$ cat config.mk
export PLATFORM = sky130hd
export DESIGN_NAME = microcode_sequencer
export DESIGN_NICKNAME = d
export VERILOG_FILES = /design/src/rtl/microcode_sequencer.sv
export SDC_FILE = /design/constraint.sdc
export NUM_CORES = 2
export LEC_CHECK = 0
export ABC_CLOCK_PERIOD_IN_PS = 37800
export BUFFER_PORTS_ARGS = -buffer_cell sky130_fd_sc_hd__buf_2
export CORE_ASPECT_RATIO = 1.1
export CORE_MARGIN = 2
export CORE_UTILIZATION = 50
export CTS_CLUSTER_DIAMETER = 40
export CTS_CLUSTER_SIZE = 8
export DETAILED_ROUTE_END_ITERATION = 8
export GPL_TIMING_DRIVEN = 0
export PLACE_DENSITY = 0.69
export SLEW_MARGIN = 20
export SYNTH_ARGS = -nofsm -noshare
export SYNTH_HDL_FRONTEND = slang
export SYNTH_SLANG_ARGS = --single-unit
$ cat constraint.sdc
create_clock -name clk -period 37.8 [get_ports clk]
set_clock_uncertainty 0.05 [all_clocks]
set_input_delay 1.89 -clock clk [delete_from_list [all_inputs] [get_ports clk]]
set_output_delay 1.89 -clock clk [all_outputs]
set_load 0.005 [all_outputs]
$ cat src/rtl/microcode_sequencer.sv
// Microcode sequencer: a writable control store addressed {op,step} feeds a
// registered control word f. An accepted opcode plays its steps in order
// until the entry's end flag is set or the last step index is reached.
//
// Handshake: an opcode transfers on a rising clk edge where op_valid=1 and
// op_ready=1. op_ready is 1 in IDLE, and in RUN only on the final word of
// the current op when not stalled. When op_ready=0, op is ignored and
// nothing is queued.
module microcode_sequencer #(
  parameter int              OP_W     = 4,
  parameter int              STEP_W   = 2,
  parameter int              CW_W     = 16,
  parameter logic [CW_W-1:0] NOP_WORD = 16'h0709
) (
  input  logic                     clk,
  input  logic                     rst,
  input  logic                     op_valid,
  input  logic [OP_W-1:0]          op,
  output logic                     op_ready,
  input  logic                     stall,
  output logic [CW_W-1:0]          f,
  output logic [STEP_W-1:0]        step,
  output logic                     busy,
  output logic                     done,
  input  logic                     wr_en,
  input  logic [OP_W+STEP_W-1:0]   wr_addr,
  input  logic [CW_W:0]            wr_data
);

  localparam int AW    = OP_W + STEP_W;
  localparam int DEPTH = 1 << AW;

  typedef enum logic {
    IDLE = 1'b0,
    RUN  = 1'b1
  } state_t;

  state_t              state_q, state_d;
  logic [OP_W-1:0]     op_q, op_d;
  logic [STEP_W-1:0]   step_q, step_d;
  logic [CW_W-1:0]     f_q, f_d;
  logic                end_q, end_d;
  logic [CW_W:0]       store_q [DEPTH];
  logic [CW_W:0]       store_d [DEPTH];

  logic                last;
  logic                accept;
  logic                load;
  logic [AW-1:0]       load_addr;
  logic [CW_W:0]       rd_word;
  logic [STEP_W-1:0]   step_inc;

  // Status decode; last is true on the final word of the running op.
  always_comb begin
    busy     = (state_q == RUN);
    last     = end_q | (step_q == {STEP_W{1'b1}});
    done     = busy & last;
    op_ready = busy ? (last & ~stall) : 1'b1;
    accept   = op_valid & op_ready;
    step_inc = step_q + 1'b1;
  end

  // Store write port; reads elsewhere see store_q, so same-edge reads get old data.
  always_comb begin
    store_d = store_q;
    if (wr_en) begin
      store_d[wr_addr] = wr_data;
    end
  end

  // Next-state logic: accept, advance, hold on stall, or return to IDLE.
  always_comb begin
    state_d   = state_q;
    op_d      = op_q;
    step_d    = step_q;
    f_d       = f_q;
    end_d     = end_q;
    load      = 1'b0;
    load_addr = {op, {STEP_W{1'b0}}};
    case (state_q)
      IDLE: begin
        if (accept) begin
          state_d   = RUN;
          op_d      = op;
          step_d    = '0;
          load      = 1'b1;
          load_addr = {op, {STEP_W{1'b0}}};
        end
      end
      RUN: begin
        if (!stall) begin
          if (!last) begin
            step_d    = step_inc;
            load      = 1'b1;
            load_addr = {op_q, step_inc};
          end else if (accept) begin
            op_d      = op;
            step_d    = '0;
            load      = 1'b1;
            load_addr = {op, {STEP_W{1'b0}}};
          end else begin
            state_d = IDLE;
            step_d  = '0;
            f_d     = NOP_WORD;
            end_d   = 1'b0;
          end
        end
      end
      default: begin
        state_d = IDLE;
        step_d  = '0;
        f_d     = NOP_WORD;
        end_d   = 1'b0;
      end
    endcase
    rd_word = store_q[load_addr];
    if (load) begin
      f_d   = rd_word[CW_W-1:0];
      end_d = rd_word[CW_W];
    end
  end

  // Sequencer registers.
  always_ff @(posedge clk or posedge rst) begin
    if (rst) begin
      state_q <= IDLE;
      op_q    <= '0;
      step_q  <= '0;
      f_q     <= NOP_WORD;
      end_q   <= 1'b0;
    end else begin
      state_q <= state_d;
      op_q    <= op_d;
      step_q  <= step_d;
      f_q     <= f_d;
      end_q   <= end_d;
    end
  end

  // Control store; every entry returns to the idle word on reset.
  always_ff @(posedge clk or posedge rst) begin
    if (rst) begin
      for (int i = 0; i < DEPTH; i++) begin
        store_q[i] <= {1'b0, NOP_WORD};
      end
    end else begin
      for (int i = 0; i < DEPTH; i++) begin
        store_q[i] <= store_d[i];
      end
    end
  end

  assign f    = f_q;
  assign step = step_q;

endmodule

==> summary.json <==
{
  "result_of_the_run": "finished, violations left",
  "failed_checks": "design-rule violations",
  "hold-worst-slack_ps": 448,
  "drt_iter0_drc": 8029,
  "clkSinkCount": 1112,
  "post_cts_hold_buffers": 0,
  "worst_pin_slew_ps": 1400,
  "maximum_number_of_pins_on_one_net_before_global_route_repair": 108,
  "post_cts_resize_count": 0,
  "cts-root-buf": "sky130_fd_sc_hd__clkbuf_16",
  "fmax_ghz": 0.163,
  "ys_dominant_reg_cell": "sky130_fd_sc_hd__dfrtp_1",
  "required_ps": 38330,
  "drt_first_pass_iters": 9,
  "syn_area_per_cell_um2": 12.7,
  "clk_transition_reported_paths_ps": 50,
  "internal_power_component_mw": 2.82,
  "critPathLaunchType": "flip-flop",
  "power.share.sequential_pct": 30.5,
  "hold_path.class": "flip-flop to flip-flop",
  "place.detailed.instances": 5602,
  "count_of_final_hold_check_violations": 0,
  "yosysSeqAreaShare_pct": 53.6,
  "core.rowCount": 124,
  "synthCells": 4157,
  "final-seq-area_um2": 28200,
  "netlist.top_cell.by_area": "sky130_fd_sc_hd__dfrtp_1",
  "io_buffers": 31,
  "post_cts.repair.setup_buffers": 0,
  "layout_setup_ws_ps": 31680,
  "cts_max_path_buffers": 3,
  "finalNetCount": 4427,
  "cts-htree-levels": 4,
  "globalRouteOverflowTotal": 0,
  "initial_utilization_pct": 50.5,
  "placeableCoreArea_um2": 104000,
  "vdd.ir_drop.worst_mv": 0.0475,
  "worst-r2r-setup-slack_ps": 31680,
  "r2r_end": "f[7]",
  "switchingPower_mw": 2.12,
  "drtAntennaViolNets": 0,
  "floorplan.die.height_um": 344,
  "rsz_0062_raised_after_global_routing": "no",
  "fp.dieW_um": 313,
  "avgViaCountPerCell": 7.49,
  "synth.net_count": 4190,
  "numCtsBuffers": 176,
  "detail_placement_hpwl_um": 181000,
  "yosysWarnings": 0,
  "async_set_or_reset_flop_fraction_in_the_synthesized_netlist_pct": 100,
  "io_pins": 53,
  "post_synth_instance_area_um2": 52700,
  "layout_worst_path_cycle_share_pct": 16.2,
  "startpoint": "step[0]",
  "synth.cells.most_frequent": "sky130_fd_sc_hd__mux2_2, sky130_fd_sc_hd__dfrtp_1, sky130_fd_sc_hd__dfstp_2, sky130_fd_sc_hd__clkbuf_1, sky130_fd_sc_hd__nand2_1",
  "synth.top_cell.area_share_pct": 37.4,
  "post-synth-top-count-cell": "sky130_fd_sc_hd__mux2_2",
  "grt_pass1_vias": 41800,
  "wirelength_um": 269000,
  "finalWeightedCongestion": 1.09,
  "cp-endpoint": "f[7]",
  "timing.final.setup_violations": 0,
  "synth-seq-cells": 1112,
  "drv_slew": 0,
  "timing.critical_path.to_type": "flip-flop",
  "critPathKind": "flip-flop to flip-flop",
  "cellPowerDensity_nw_per_um2": 80.9,
  "synth.lib_cells_used.distinct": 81,
  "power_frac_comb_pct": 38.0,
  "total_non_filler_cell_area_in_the_finished_layout_um2": 61000,
  "grt_pass1_wl_um": 358000,
  "synth-edff-count": 0,
  "worst_skew_pair.late_latency_ps": 800,
  "power_leakage_nw": 26.6,
  "cts_tree": "yes",
  "timing.max_slew.rel_slack_pct": 6.65,
  "worst-r2r-cell-count": 10,
  "fillers": 8606,
  "areaGrowthSynthToFinish_pct": 15.9,
  "drive_gt1_share_pct": 44.2,
  "placed_cell_area_um2": 55300,
  "post_layout_cell_count": 5973,
  "vias": 44700,
  "p_clk_share_pct": 31.5,
  "track_usage_pct": 49.5,
  "wl_per_cell_um": 45.1,
  "setup_slack_placement_ps": 31450,
  "maxCapViolCount": 0,
  "worst_ep_arrival_time_ps": 6650,
  "full_die_area_um2": 108000,
  "top_cells_by_area_synth": "sky130_fd_sc_hd__dfrtp_1, sky130_fd_sc_hd__mux2_2, sky130_fd_sc_hd__dfstp_2",
  "drc_errors": 1,
  "sw_frac_of_total_pct": 42.9,
  "crit_fanout": 11,
  "antenna_found_initial": 46,
  "finalWorstPathRequiredPeriod_ps": 6120,
  "multiInputGateArea_um2": 22800,
  "rr_startpoint": "step[0]"
}
[logic make-up (layout without fill, tap and decap cells)]
family / Yosys count / count (layout) / share of synthesized area, %
other: 0 / 45 / 0
buffers and inverters: 432 / 817 / 3.38
AO/OA/AOI/OAI: 762 / 762 / 10.5
multiplexers: 1260 / 1260 / 27.1
adder cells (fa/ha/maj): 1 / 1 / 0.0238
flip-flops: 1112 / 1112 / 53.6
AND/OR/NAND/NOR: 590 / 590 / 5.43
[state kept, by name (all words and copies together), names as in the netlist]
| signal | cells |
|---|---|
| store_q | 1088 |
| busy | 1 |
| end_q | 1 |
| f | 16 |
| step | 2 |
| op_q | 4 |
[worst min-delay path by stage]
stage	from	endpoint	slack, ps	cells past startpoint
floorplan	store_q[386]	store_q[386]	420	1
global placement	store_q[381]	store_q[381]	430	1
detailed placement	store_q[318]	store_q[318]	440	1
CTS	store_q[339]	store_q[339]	450	1
global route	store_q[670]	store_q[670]	460	1
finish	store_q[652]	store_q[652]	450	1
[placed cells by master (no fill, tap or decap), types with 112 or more instances in the layout]
cell type / Yosys / layout
sky130_fd_sc_hd__mux2_2: 1139 / 1139
sky130_fd_sc_hd__dfrtp_1: 787 / 787
sky130_fd_sc_hd__clkbuf_16: 0 / 183
sky130_fd_sc_hd__dfstp_2: 325 / 325
sky130_fd_sc_hd__a21oi_1: 113 / 112
sky130_fd_sc_hd__buf_2: 100 / 154
sky130_fd_sc_hd__clkbuf_1: 262 / 310
sky130_fd_sc_hd__nor2_1: 149 / 118
sky130_fd_sc_hd__a221oi_1: 136 / 136
sky130_fd_sc_hd__nand2_1: 156 / 156
[routing by layer]
metal  vias up  global-route usage [%]  wire (µm)  part of all wire, %
li1      16200                       -          -                    -
met1     22900                    58.1      93200                   35
met2      4264                    66.0     105000                   39
met3      1420                    25.1      41400                   15
met4        24                    43.5      28900                   11
met5         -                    1.35        482                 0.18
[power by group through the flow]
stage	logic (mW)	registers, mW	clock network (mW)
2_1_floorplan	0.792	1.48	0
3_3_place_gp	1.65	1.51	0
3_5_place_dp	1.68	1.51	0
4_1_cts	1.69	1.50	1.54
5_1_grt	1.79	1.52	1.60
6_report	1.87	1.51	1.56
[through the flow]
stage,power [mW],utilization (%),setup TNS [ps]
3_5_place_dp,3.20,53.1,0
6_report,4.94,58.5,0
5_1_grt,4.90,58.4,0
2_1_floorplan,2.27,-,0
3_3_place_gp,3.16,52.3,-5939010
4_1_cts,4.73,58.4,0
[layout make-up]
class	count	area share, %
Antenna cell	45	0.185
Sequential cell	1112	46.3
Buffer	415	2.96
Timing Repair Buffer	59	1.23
Clock inverter	34	0.654
Tap cell	1386	2.84
Multi-Input combinational cell	2613	37.3
Inverter	17	0.117
Clock buffer	292	8.44
[critical path, cell delays in order, from the launching register on]
cell and delay [ps]:
sky130_fd_sc_hd__dfrtp_1 560, sky130_fd_sc_hd__ha_1 380, sky130_fd_sc_hd__clkbuf_1 670, sky130_fd_sc_hd__buf_2 740, sky130_fd_sc_hd__clkbuf_1 940, sky130_fd_sc_hd__clkbuf_2 690, sky130_fd_sc_hd__o21ai_0 220, sky130_fd_sc_hd__o221ai_1 140
sky130_fd_sc_hd__o22ai_1 150, sky130_fd_sc_hd__o31ai_1 1030, sky130_fd_sc_hd__nand4_1 280
Power figures use the tool's default switching activity.
